## src/rtl/fc_engine.sv

```systemverilog
// Multi-cycle fully-connected layer engine: one signed MAC per cycle per output
// neuron, then arithmetic shift, ReLU and saturation into a packed 8-bit result.
module fc_engine #(
    parameter int FC_BITWIDTH    = 8,
    parameter int FC_INPUT_SIZE  = 4,
    parameter int FC_OUTPUT_SIZE = 2,
    parameter int ACC_WIDTH      = 20,
    parameter int OUT_SHIFT      = 7
) (
    input  logic                                                clk_i,
    input  logic                                                reset,
    input  logic                                                start_i,
    input  logic [31:0]                                         input_vec_i,
    input  logic [31:0]                                         bias_i,
    input  logic [FC_BITWIDTH*FC_INPUT_SIZE*FC_OUTPUT_SIZE-1:0] weight_matrix_i,
    output logic                                                busy_o,
    output logic                                                done_o,
    output logic [31:0]                                         result_o,
    output logic [3:0]                                          is_pos_o
);

    localparam int ROW_BITS = FC_BITWIDTH * FC_INPUT_SIZE;
    localparam int MAT_W    = ROW_BITS * FC_OUTPUT_SIZE;
    localparam int COL_W    = (FC_INPUT_SIZE  > 1) ? $clog2(FC_INPUT_SIZE)  : 1;
    localparam int ROW_W    = (FC_OUTPUT_SIZE > 1) ? $clog2(FC_OUTPUT_SIZE) : 1;

    localparam logic [COL_W-1:0] COL_LAST = COL_W'(FC_INPUT_SIZE - 1);
    localparam logic [ROW_W-1:0] ROW_LAST = ROW_W'(FC_OUTPUT_SIZE - 1);
    localparam logic signed [ACC_WIDTH-1:0] Y_MAX = ACC_WIDTH'((2 ** (FC_BITWIDTH - 1)) - 1);

    typedef logic [FC_BITWIDTH-1:0] elem_t;
    typedef enum logic [1:0] {S_IDLE, S_MAC, S_STORE, S_DONE} state_t;

    state_t state_q, state_d;

    elem_t [FC_INPUT_SIZE-1:0]                     x_in, x_q;
    elem_t [FC_OUTPUT_SIZE-1:0]                    b_in, b_q;
    elem_t [FC_OUTPUT_SIZE-1:0][FC_INPUT_SIZE-1:0] w_in, w_q;

    logic signed [ACC_WIDTH-1:0]     acc_q;
    logic [COL_W-1:0]                col_q;
    logic [ROW_W-1:0]                row_q;
    elem_t [FC_OUTPUT_SIZE-1:0]      res_q;
    logic [FC_OUTPUT_SIZE-1:0]       pos_q;
    logic                            done_q;

    logic signed [2*FC_BITWIDTH-1:0] prod;
    logic signed [ACC_WIDTH-1:0]     y;
    elem_t                           out_val;
    logic                            unused_bits;

    // Bus unpacking: element 0 always sits in the most significant byte.
    for (genvar j = 0; j < FC_INPUT_SIZE; j++) begin : g_x
        assign x_in[j] = input_vec_i[31-FC_BITWIDTH*j -: FC_BITWIDTH];
    end
    for (genvar n = 0; n < FC_OUTPUT_SIZE; n++) begin : g_row
        assign b_in[n] = bias_i[31-FC_BITWIDTH*n -: FC_BITWIDTH];
        for (genvar j = 0; j < FC_INPUT_SIZE; j++) begin : g_w
            assign w_in[n][j] = weight_matrix_i[MAT_W-1-ROW_BITS*n-FC_BITWIDTH*j -: FC_BITWIDTH];
        end
        assign result_o[31-FC_BITWIDTH*n -: FC_BITWIDTH] = res_q[n];
        assign is_pos_o[3-n]                             = pos_q[n];
    end
    if (FC_OUTPUT_SIZE * FC_BITWIDTH < 32) begin : g_res_pad
        assign result_o[31-FC_OUTPUT_SIZE*FC_BITWIDTH:0] = '0;
    end
    if (FC_OUTPUT_SIZE < 4) begin : g_pos_pad
        assign is_pos_o[3-FC_OUTPUT_SIZE:0] = '0;
    end

    assign unused_bits = ^{input_vec_i, bias_i};

    // NOTE: state registers use non-blocking assignments so every flop samples
    // pre-edge values; blocking here would create order-dependent simulation.
    always_ff @(posedge clk_i) begin
        if (reset) state_q <= S_IDLE;
        else       state_q <= state_d;
    end

    // NOTE: every always_comb output gets a default first so no path leaves it
    // unassigned, which would otherwise infer a latch.
    always_comb begin
        state_d = state_q;
        unique case (state_q)
            S_IDLE:  if (start_i) state_d = S_MAC;
            S_MAC:   if (col_q == COL_LAST) state_d = S_STORE;
            S_STORE: state_d = (row_q == ROW_LAST) ? S_DONE : S_MAC;
            S_DONE:  state_d = S_IDLE;
            default: state_d = S_IDLE;
        endcase
    end

    always_comb begin
        busy_o = (state_q != S_IDLE);
        done_o = done_q;
    end

    always_comb begin
        prod    = $signed(x_q[col_q]) * $signed(w_q[row_q][col_q]);
        y       = acc_q >>> OUT_SHIFT;
        out_val = y[FC_BITWIDTH-1:0];
        if (y[ACC_WIDTH-1])  out_val = '0;
        else if (y > Y_MAX)  out_val = Y_MAX[FC_BITWIDTH-1:0];
    end

    // NOTE: operand copies are plain data storage gated by the accepted start,
    // so they carry no reset; only control state and visible outputs are reset.
    always_ff @(posedge clk_i) begin
        if (state_q == S_IDLE && start_i) begin
            x_q <= x_in;
            b_q <= b_in;
            w_q <= w_in;
        end
    end

    always_ff @(posedge clk_i) begin
        if (reset) begin
            acc_q  <= '0;
            col_q  <= '0;
            row_q  <= '0;
            res_q  <= '0;
            pos_q  <= '0;
            done_q <= 1'b0;
        end else begin
            done_q <= (state_q == S_DONE);
            unique case (state_q)
                S_IDLE: begin
                    if (start_i) begin
                        acc_q <= ACC_WIDTH'($signed(b_in[0]));
                        col_q <= '0;
                        row_q <= '0;
                        res_q <= '0;
                        pos_q <= '0;
                    end
                end
                S_MAC: begin
                    acc_q <= acc_q + ACC_WIDTH'(prod);
                    if (col_q != COL_LAST) col_q <= col_q + 1'b1;
                end
                S_STORE: begin
                    res_q[row_q] <= out_val;
                    pos_q[row_q] <= (out_val != '0);
                    if (row_q != ROW_LAST) begin
                        row_q <= row_q + 1'b1;
                        col_q <= '0;
                        acc_q <= ACC_WIDTH'($signed(b_q[row_q + 1'b1]));
                    end
                end
                default: ;
            endcase
        end
    end

endmodule

```

## config.mk

```make
export PLATFORM = sky130hd
export DESIGN_NAME = fc_engine
export DESIGN_NICKNAME = d
export VERILOG_FILES = /design/src/rtl/fc_engine.sv
export SDC_FILE = /design/constraint.sdc
export NUM_CORES = 1
export LEC_CHECK = 0
export ABC_AREA = 0
export CAP_MARGIN = 20
export CORE_ASPECT_RATIO = 1.5
export CORE_UTILIZATION = 35
export CTS_BUF_LIST = sky130_fd_sc_hd__clkbuf_2 sky130_fd_sc_hd__clkbuf_4 sky130_fd_sc_hd__clkbuf_8
export DETAILED_ROUTE_END_ITERATION = 12
export HOLD_SLACK_MARGIN = 0.03
export MAX_ROUTING_LAYER = met4
export PLACE_DENSITY_LB_ADDON = 0.05
export SLEW_MARGIN = 5
export SYNTH_ARGS = -nofsm -noshare
export SYNTH_HDL_FRONTEND = slang
export SYNTH_SLANG_ARGS = --single-unit
```

## constraint.sdc

```tcl
create_clock -name clk_i -period 17.9 [get_ports clk_i]
set_input_delay 4.475 -clock clk_i [delete_from_list [all_inputs] [get_ports clk_i]]
set_output_delay 4.475 -clock clk_i [all_outputs]
set_load 0.05 [all_outputs]
```

==> flow_summary.ini, run 1 <==
[place]
io_buffers = 134
place_congestion = 0.765
dp_cells = 1296
postPlaceCellArea_sq_um = 11600
dp_hpwl_um = 17000
place_ws_ns = 11.01

[sta]
worst_pin_slew_ns = 0.966
fin_skew_ns = 0.0150
period_needed_ns = 6.78
maxSlewHeadroom = 0.356
timing.final.ws_setup_ns = 11.12
finalCritPeriodShare = 0.379
finalSetupViolations = 0
tns_ns = 0
final-hold-violation-count = 0
fmax_ghz = 0.148
grt_setup_unrepaired = no
slew_viol_final = 0

[die]
coreArea_sq_um = 28100
fp.dieH_um = 209
die_area_sq_um = 29300
io_pins = 169
rows = 75
fp.dieW_um = 140
start_util = 0.357

[cells_and_area]
drive_gt1_frac = 0.0905
layout_common_cells = 134 x clkdlybuf4s50_1, 112 x edfxtp_1, 110 x inv_1
num_antenna_cells = 0
nNetsFinal = 1241
stdcell_count = 1329
area_growth_pct = 20.4
design_area_sq_um = 12100
final_common_cell = clkdlybuf4s50_1

[cts]
cts_buffer_depth = 2
clk_pin_slew_ns = 0.09
cts_tree = done
cts_setup_buffers = 0
clkSinkCount = 156
htree_levels = 4
cts_buffers = 17
clockRootBuffer = clkbuf_8
cts-resized-gates = 0
clk_latency_ns = 0.47
cts_hold_buf = 0

[global_route]
met2_usage = 0.309
grt-ovfl-total = 0
grt_max_degree = 87
grtUsageTotal = 0.165
use_met1 = 0.176
grt_pass1_vias = 7047
gr-max-usage-layer = met2
met3_usage = 0.0286
grt_pass1_wl_um = 35700
antenna_found_initial = 0

[worst_setup_path]
arrival_ns = 7.13
path_class = flip-flop to flip-flop
cp_max_fo = 32
cp-end-kind = flip-flop
worstRegToRegCells = 17
startpoint_type = flip-flop
r2r_slack_ns = 11.12
cp.required_ns = 18.26

[synth]
yosysWarnings = 0
ys_seq_area_frac = 0.424
synth_edf_count = 112
synthArstFlopShare = 0
synth.distinct_cells = 66
synthCells = 837
ys_ff_latch = 156
synth_area_sq_um = 10000
synth_area_per_cell_sq_um = 12.0
synth_top_flop_cell = edfxtp_1

[run_status]
outcome = complete, no violations

[routing]
drt-initial-drc-count = 215
ant_nets = 0
routedWlPerCell_um = 16.3
drc = 0
firstDrtPassIters = 4
drt_wl_total_um = 21700
num_vias = 6377
viasPerCell = 4.80

[hold_path]
hp-class = flip-flop to flip-flop
whs_path_depth = 1

[flow_run]
cap_violations = 0
-- per-layer routing --
| metal | wire length, um | vias up |
|---|---|---|
| met1 | 8540 | 3139 |
| met4 | 251 | 0 |
| met2 | 12300 | 123 |
| met5 | 0 | - |
| li1 | - | 3101 |
| met3 | 583 | 14 |
-- kinds of logic (layout without fill, tap and decap cells) --
kind of cell	after synthesis	count (layout)	share of synthesized area
simple gates	204	204	0.0948
xor+xnor	13	13	0.0114
flops	156	156	0.424
mux	48	48	0.0782
other cells	1	18	0.000374
compound gates	121	121	0.0828
fa+ha+maj	140	140	0.241
buf+inv	154	283	0.0676
-- state kept, by name, indices dropped and copies added (netlist names) --
signal	cells
pos_q	2
done_o	1
x_q	32
w_q	64
b_q	16
acc_q	20
col_q	2
row_q	1
result_o	16
state_q	2
-- through the flow --
stage | utilization | hold WS [ns]
floorplan | - | 0.457
global placement | 0.415 | 0.468
detailed placement | 0.415 | 0.475
CTS | 0.429 | 0.489
global route | 0.430 | 0.499
finish | 0.430 | 0.484
-- final cells by class --
cell class,count,area [sq um]
fill,2685,16000
multi-input combinational,544,5160
sequential,156,4250
timing repair buffer,140,1410
tap,346,433
inverter,111,417
clock buffer,20,256
clock inverter,12,139
-- worst max-delay path: stages, from the launching register on --
cell	delay, ns
dfxtp_2	0.95
mux4_2	0.35
mux2_2	0.25
and2_1	0.79
inv_1	0.13
fa_1	0.51
inv_1	0.05
fa_1	0.51
fa_1	0.44
fa_1	0.52
fa_1	0.49
ha_1	0.38
a21oi_1	0.10
o22ai_1	0.34
o21ai_0	0.25
a31oi_1	0.29
mux2i_1	0.24
nand2_1	0.06
-- final timing paths --
path | start | end
hold / removal | result_o[23] | result_o[23]
setup reg to reg | col_q[0] | acc_q[17]
setup / recovery | col_q[0] | acc_q[17]
hold reg to reg | result_o[23] | result_o[23]
-- cells in the mapped netlist (11+ instances only) --
library cell / number / area, sq um
dfxtp_1: 44 / 881
nor2_1: 91 / 342
clkbuf_1: 14 / 52.6
o21a_1: 11 / 82.6
edfxtp_1: 112 / 3360
nor2b_1: 11 / 68.8
fa_1: 88 / 1760
mux4_2: 19 / 428
inv_1: 110 / 413
nand2b_1: 12 / 75.1
nand2_1: 41 / 154
a21oi_1: 34 / 170
a22oi_1: 13 / 97.6
nor3_1: 11 / 55.1
mux2i_1: 15 / 150
ha_1: 52 / 651
buf_4: 20 / 150
o21ai_0: 16 / 80.1
Power of run 1 is not shown: default switching activity piles up to over one toggle a cycle in this logic, so the estimate is an artifact.
==> run 2, diff against run 1 <==
==> constraint.sdc (replaced) <==
create_clock -name clk_i -period 5.81 [get_ports clk_i]
set_input_delay 1.4525 -clock clk_i [delete_from_list [all_inputs] [get_ports clk_i]]
set_output_delay 1.4525 -clock clk_i [all_outputs]
set_load 0.05 [all_outputs]
==> run 2 against run 1 <==
Effect of this change: cell area rose by 6.9%; routed wire length rose by 4.4%; worst setup slack got worse by 11 ns; non-clock buffer count rose by 74; global-route usage rose by 0.53 points; highest routed layer unchanged.
==> flow_summary.ini, run 2 (synthesis results as in run 1) <==
[run_status]
outcome = complete, no violations

[cells_and_area]
nNetsFinal = 1315
largest-register = w_q
final_common_cell = clkdlybuf4s50_1
stdcell_count = 1403
drive_gt1_frac = 0.180
area_growth_pct = 28.7
fillers = 2621
largest_reg_flops = 64
layout_common_cells = 134 x clkdlybuf4s50_1, 112 x edfxtp_1, 108 x inv_1
design_area_sq_um = 12900
reg.largest.list = w_q: 64 flops, x_q: 32 flops, acc_q: 20 flops
num_antenna_cells = 0

[sta]
worst_pin_slew_ns = 0.869
grt_setup_unrepaired = yes
hold_slack_ns = 0.485
final-hold-violation-count = 0
maxSlewHeadroom = 0.420
finalCritPeriodShare = 0.966
timing.final.ws_setup_ns = 0.199
slew_viol_final = 0
finalSetupViolations = 0
fin_skew_ns = 0.0142
fmax_ghz = 0.178
period_needed_ns = 5.61

[flow_run]
cap_violations = 0

[worst_setup_path]
critical_path.max_stage_delay_ns = 0.57
startpoint_type = flip-flop
cp_max_fo = 8
cp.required_ns = 6.22
arrival_ns = 6.02
path_buf_inv = 3
path_delay_family = adder cells
cp-end-kind = flip-flop
path_cells = buf_12 -> buf_12 -> mux4_2 -> mux2i_4 -> buf_6 -> nor2_1 -> fa_1 -> fa_1 -> fa_1 -> fa_1 -> ha_1 -> ha_1 -> or3_4 -> o21ai_4 -> a21oi_2 -> or4b_1 -> nand3_1
path_class = flip-flop to flip-flop
path_common_cell = fa_1
crit_slowest_cell = fa_1

[cts]
clkSinkCount = 156
cts_hold_buf = 0
clk_latency_ns = 0.47
htree_levels = 4
cts_buffer_depth = 2
cts_tree = done
cts_buffers = 17
clockRootBuffer = clkbuf_8
clk_pin_slew_ns = 0.09

[routing]
routedWlPerCell_um = 16.1
drt_wl_total_um = 22600
firstDrtPassIters = 4
drc = 0
viasPerCell = 4.74
ant_nets = 0
num_vias = 6645
drt-initial-drc-count = 212

[die]
start_util = 0.357
fp.dieW_um = 140
die_area_sq_um = 29300
coreArea_sq_um = 28100
fp.dieH_um = 209
rows = 75
io_pins = 169

[global_route]
grtUsageTotal = 0.170
grt_pass1_vias = 7248
antenna_found_initial = 0
grt_pass1_wl_um = 36700
grt-ovfl-total = 0
grt_max_degree = 48

[hold_path]
hp-class = flip-flop to flip-flop

[place]
place_congestion = 0.822
postPlaceCellArea_sq_um = 12200
dp_hpwl_um = 18000
io_buffers = 134
place_ws_ns = -0.230
dp_cells = 1364
-- run 2: final cells by class --
class / instances / area [sq um] / area share
flip-flops and latches: 156 / 4250 / 0.330
well taps: 346 / 433 / 0.0336
multi-input cells: 544 / 5380 / 0.418
clock buffers: 19 / 255 / 0.0198
clock inverters: 13 / 116 / 0.00903
inverters: 111 / 417 / 0.0323
repair buffers: 214 / 2030 / 0.158
-- run 2: final timing paths --
check                                  start      endpoint  slack, ns  cells past startpoint
worst min register to register  result_o[23]  result_o[23]       0.49                      1
worst max-delay path                   row_q     acc_q[18]       0.20                     17
worst max register to register         row_q     acc_q[18]       0.20                     17
worst min-delay path            result_o[23]  result_o[23]       0.49                      1
-- run 2: layer usage --
layer	global-route usage	part of all wire	vias up
met1	0.177	0.38	3244
met2	0.319	0.57	133
li1	-	-	3245
met4	0.0614	0.023	0
met5	-	0	-
met3	0.0266	0.026	23
-- run 2: through the flow --
step	utilization	TNS (ns)
finish	0.459	0
global route	0.459	-0.0509
CTS	0.450	0
detailed placement	0.435	-1.09
global placement	0.435	-0.958
floorplan	-	0
-- run 2: timing repair --
| item | in CTS | in global routing |
|---|---|---|
| cloned | 0 | 0 |
| setup endpoints to repair | 9 | 8 |
| pin swaps | 1 | 28 |
| gates resized for setup | 6 | 36 |
| endpoints found under the hold margin | 0 | 0 |
| buffers inserted | 4 | 3 |
Power of run 2 is left out for the same reason.
==> run 3, diff against run 2 <==
--- a/config.mk
+++ b/config.mk
@@ -9,7 +9,7 @@
 export CAP_MARGIN = 20
 export CORE_ASPECT_RATIO = 1.5
 export CORE_UTILIZATION = 35
-export CTS_BUF_LIST = sky130_fd_sc_hd__clkbuf_2 sky130_fd_sc_hd__clkbuf_4 sky130_fd_sc_hd__clkbuf_8
+export CTS_BUF_LIST = sky130_fd_sc_hd__clkbuf_16
 export DETAILED_ROUTE_END_ITERATION = 12
 export HOLD_SLACK_MARGIN = 0.03
 export MAX_ROUTING_LAYER = met4
==> run 3 against run 2 <==
Effect of this change: routed wire length about the same; critical path depth up 2; utilization up 0.37 points; maximum frequency down 0.35%; flip-flop and latch count unchanged; non-clock buffer count down 2; critical path type unchanged.
==> flow_summary.ini, run 3 (synthesis results as in run 1) <==
[run_status]
outcome = complete, no violations

[sta]
period_needed_ns = 5.63
fmax_ghz = 0.178
maxSlewHeadroom = 0.414
worst_pin_slew_ns = 0.876
final-hold-violation-count = 0
finalCritPeriodShare = 0.969
finalSetupViolations = 0
fin_skew_ns = 0.0109
slew_viol_final = 0

[cells_and_area]
stdcell_count = 1401
final_common_cell = clkdlybuf4s50_1
area_growth_pct = 29.7
num_antenna_cells = 0
drive_gt1_frac = 0.169
reg.largest.list = w_q: 64 flops, x_q: 32 flops, acc_q: 20 flops
nNetsFinal = 1313
largest-register = w_q
largest_reg_flops = 64
layout_common_cells = 134 x clkdlybuf4s50_1, 112 x edfxtp_1, 110 x inv_1

[cts]
cts_buffers = 17
cts_tree = done
htree_levels = 4
cts_buffer_depth = 2
clk_pin_slew_ns = 0.07
clockRootBuffer = clkbuf_16
clk_latency_ns = 0.43
cts_hold_buf = 0
clkSinkCount = 156

[hold_path]
hp-class = flip-flop to flip-flop
whs_path_depth = 1

[routing]
viasPerCell = 4.74
drt_wl_total_um = 22600
routedWlPerCell_um = 16.2
firstDrtPassIters = 4
drc = 0
drt-initial-drc-count = 216
num_vias = 6637
ant_nets = 0

[die]
rows = 75
coreArea_sq_um = 28100
fp.dieH_um = 209
io_pins = 169
fp.dieW_um = 140
die_area_sq_um = 29300
start_util = 0.357

[place]
dp_hpwl_um = 18000
place_congestion = 0.822
dp_cells = 1364
io_buffers = 134

[global_route]
grt-ovfl-total = 0
grt_pass1_vias = 7262
antenna_found_initial = 0
grt_max_degree = 48
grt_pass1_wl_um = 36900
grtUsageTotal = 0.172

[worst_setup_path]
path_class = flip-flop to flip-flop
cp_max_fo = 12
worstRegToRegCells = 19
cp-end-kind = flip-flop
cp.required_ns = 6.19
startpoint_type = flip-flop
arrival_ns = 6.01

[flow_run]
cap_violations = 0
run 3: changes by cell type in the layout (fill, tap and decap cells not counted), moves of 2 or more:
| cell | before | now |
|---|---|---|
| ha_4 | 9 | 6 |
| nand2_2 | 2 | 0 |
| inv_1 | 108 | 110 |
| nand2_1 | 39 | 41 |
| clkbuf_16 | 0 | 17 |
| buf_4 | 72 | 70 |
| fa_1 | 85 | 87 |
| clkbuf_8 | 18 | 0 |
| ha_1 | 43 | 46 |
| fa_2 | 3 | 1 |
run 3: cell type report:
| class | instances | area, sq um |
|---|---|---|
| repair buffers | 212 | 2010 |
| fillers | 2595 | 15100 |
| inverters | 111 | 417 |
| flip-flops and latches | 156 | 4250 |
| clock buffers | 17 | 425 |
| clock inverters | 15 | 124 |
| well taps | 346 | 433 |
| multi-input cells | 544 | 5330 |
run 3: final timing paths:
kind,startpoint,endpoint,slack [ns]
min,result_o[23],result_o[23],0.48
min reg2reg,result_o[23],result_o[23],0.48
max reg2reg,row_q,acc_q[18],0.18
max,row_q,acc_q[18],0.18
run 3: critical path, cell delays in order (launching register included):
cell and delay, ns:
dfxtp_4 0.45, buf_12 0.16, mux4_2 0.48, mux2_4 0.31, and2_4 0.18, buf_12 0.15, fa_1 0.50, inv_1 0.06
fa_1 0.54, inv_1 0.05, fa_1 0.49, fa_1 0.43, ha_1 0.32, ha_1 0.32, and3_2 0.21, o211a_4 0.16
o21ai_4 0.08, a21oi_2 0.08, or4b_1 0.52, nand3_1 0.08
run 3: layer usage:
metal	global-route usage	wire length [um]	up-vias
met4	0.0648	543	0
met5	-	0	-
met2	0.319	12800	132
li1	-	-	3242
met1	0.179	8710	3237
met3	0.0280	548	26
run 3: per-stage QoR:
stage | hold WS [ns] | setup WS [ns] | cell area, sq um | setup TNS [ns] | util
after floorplan | 0.457 | 0.0601 | 10100 | 0 | -
after global placement | 0.467 | -0.214 | 12200 | -0.958 | 0.435
after detailed placement | 0.473 | -0.230 | 12200 | -1.09 | 0.435
after CTS | 0.483 | 0.00271 | 12800 | 0 | 0.457
after global routing | 0.503 | -0.0210 | 13000 | -0.0450 | 0.463
final | 0.481 | 0.179 | 13000 | 0 | 0.463
run 3: what timing repair did:
action / CTS / global route
gates resized for setup: 6 / 29
pin swaps: 0 / 16
setup endpoints to repair: 9 / 8
buffers inserted: 4 / 1
Power of run 3 is left out for the same reason.
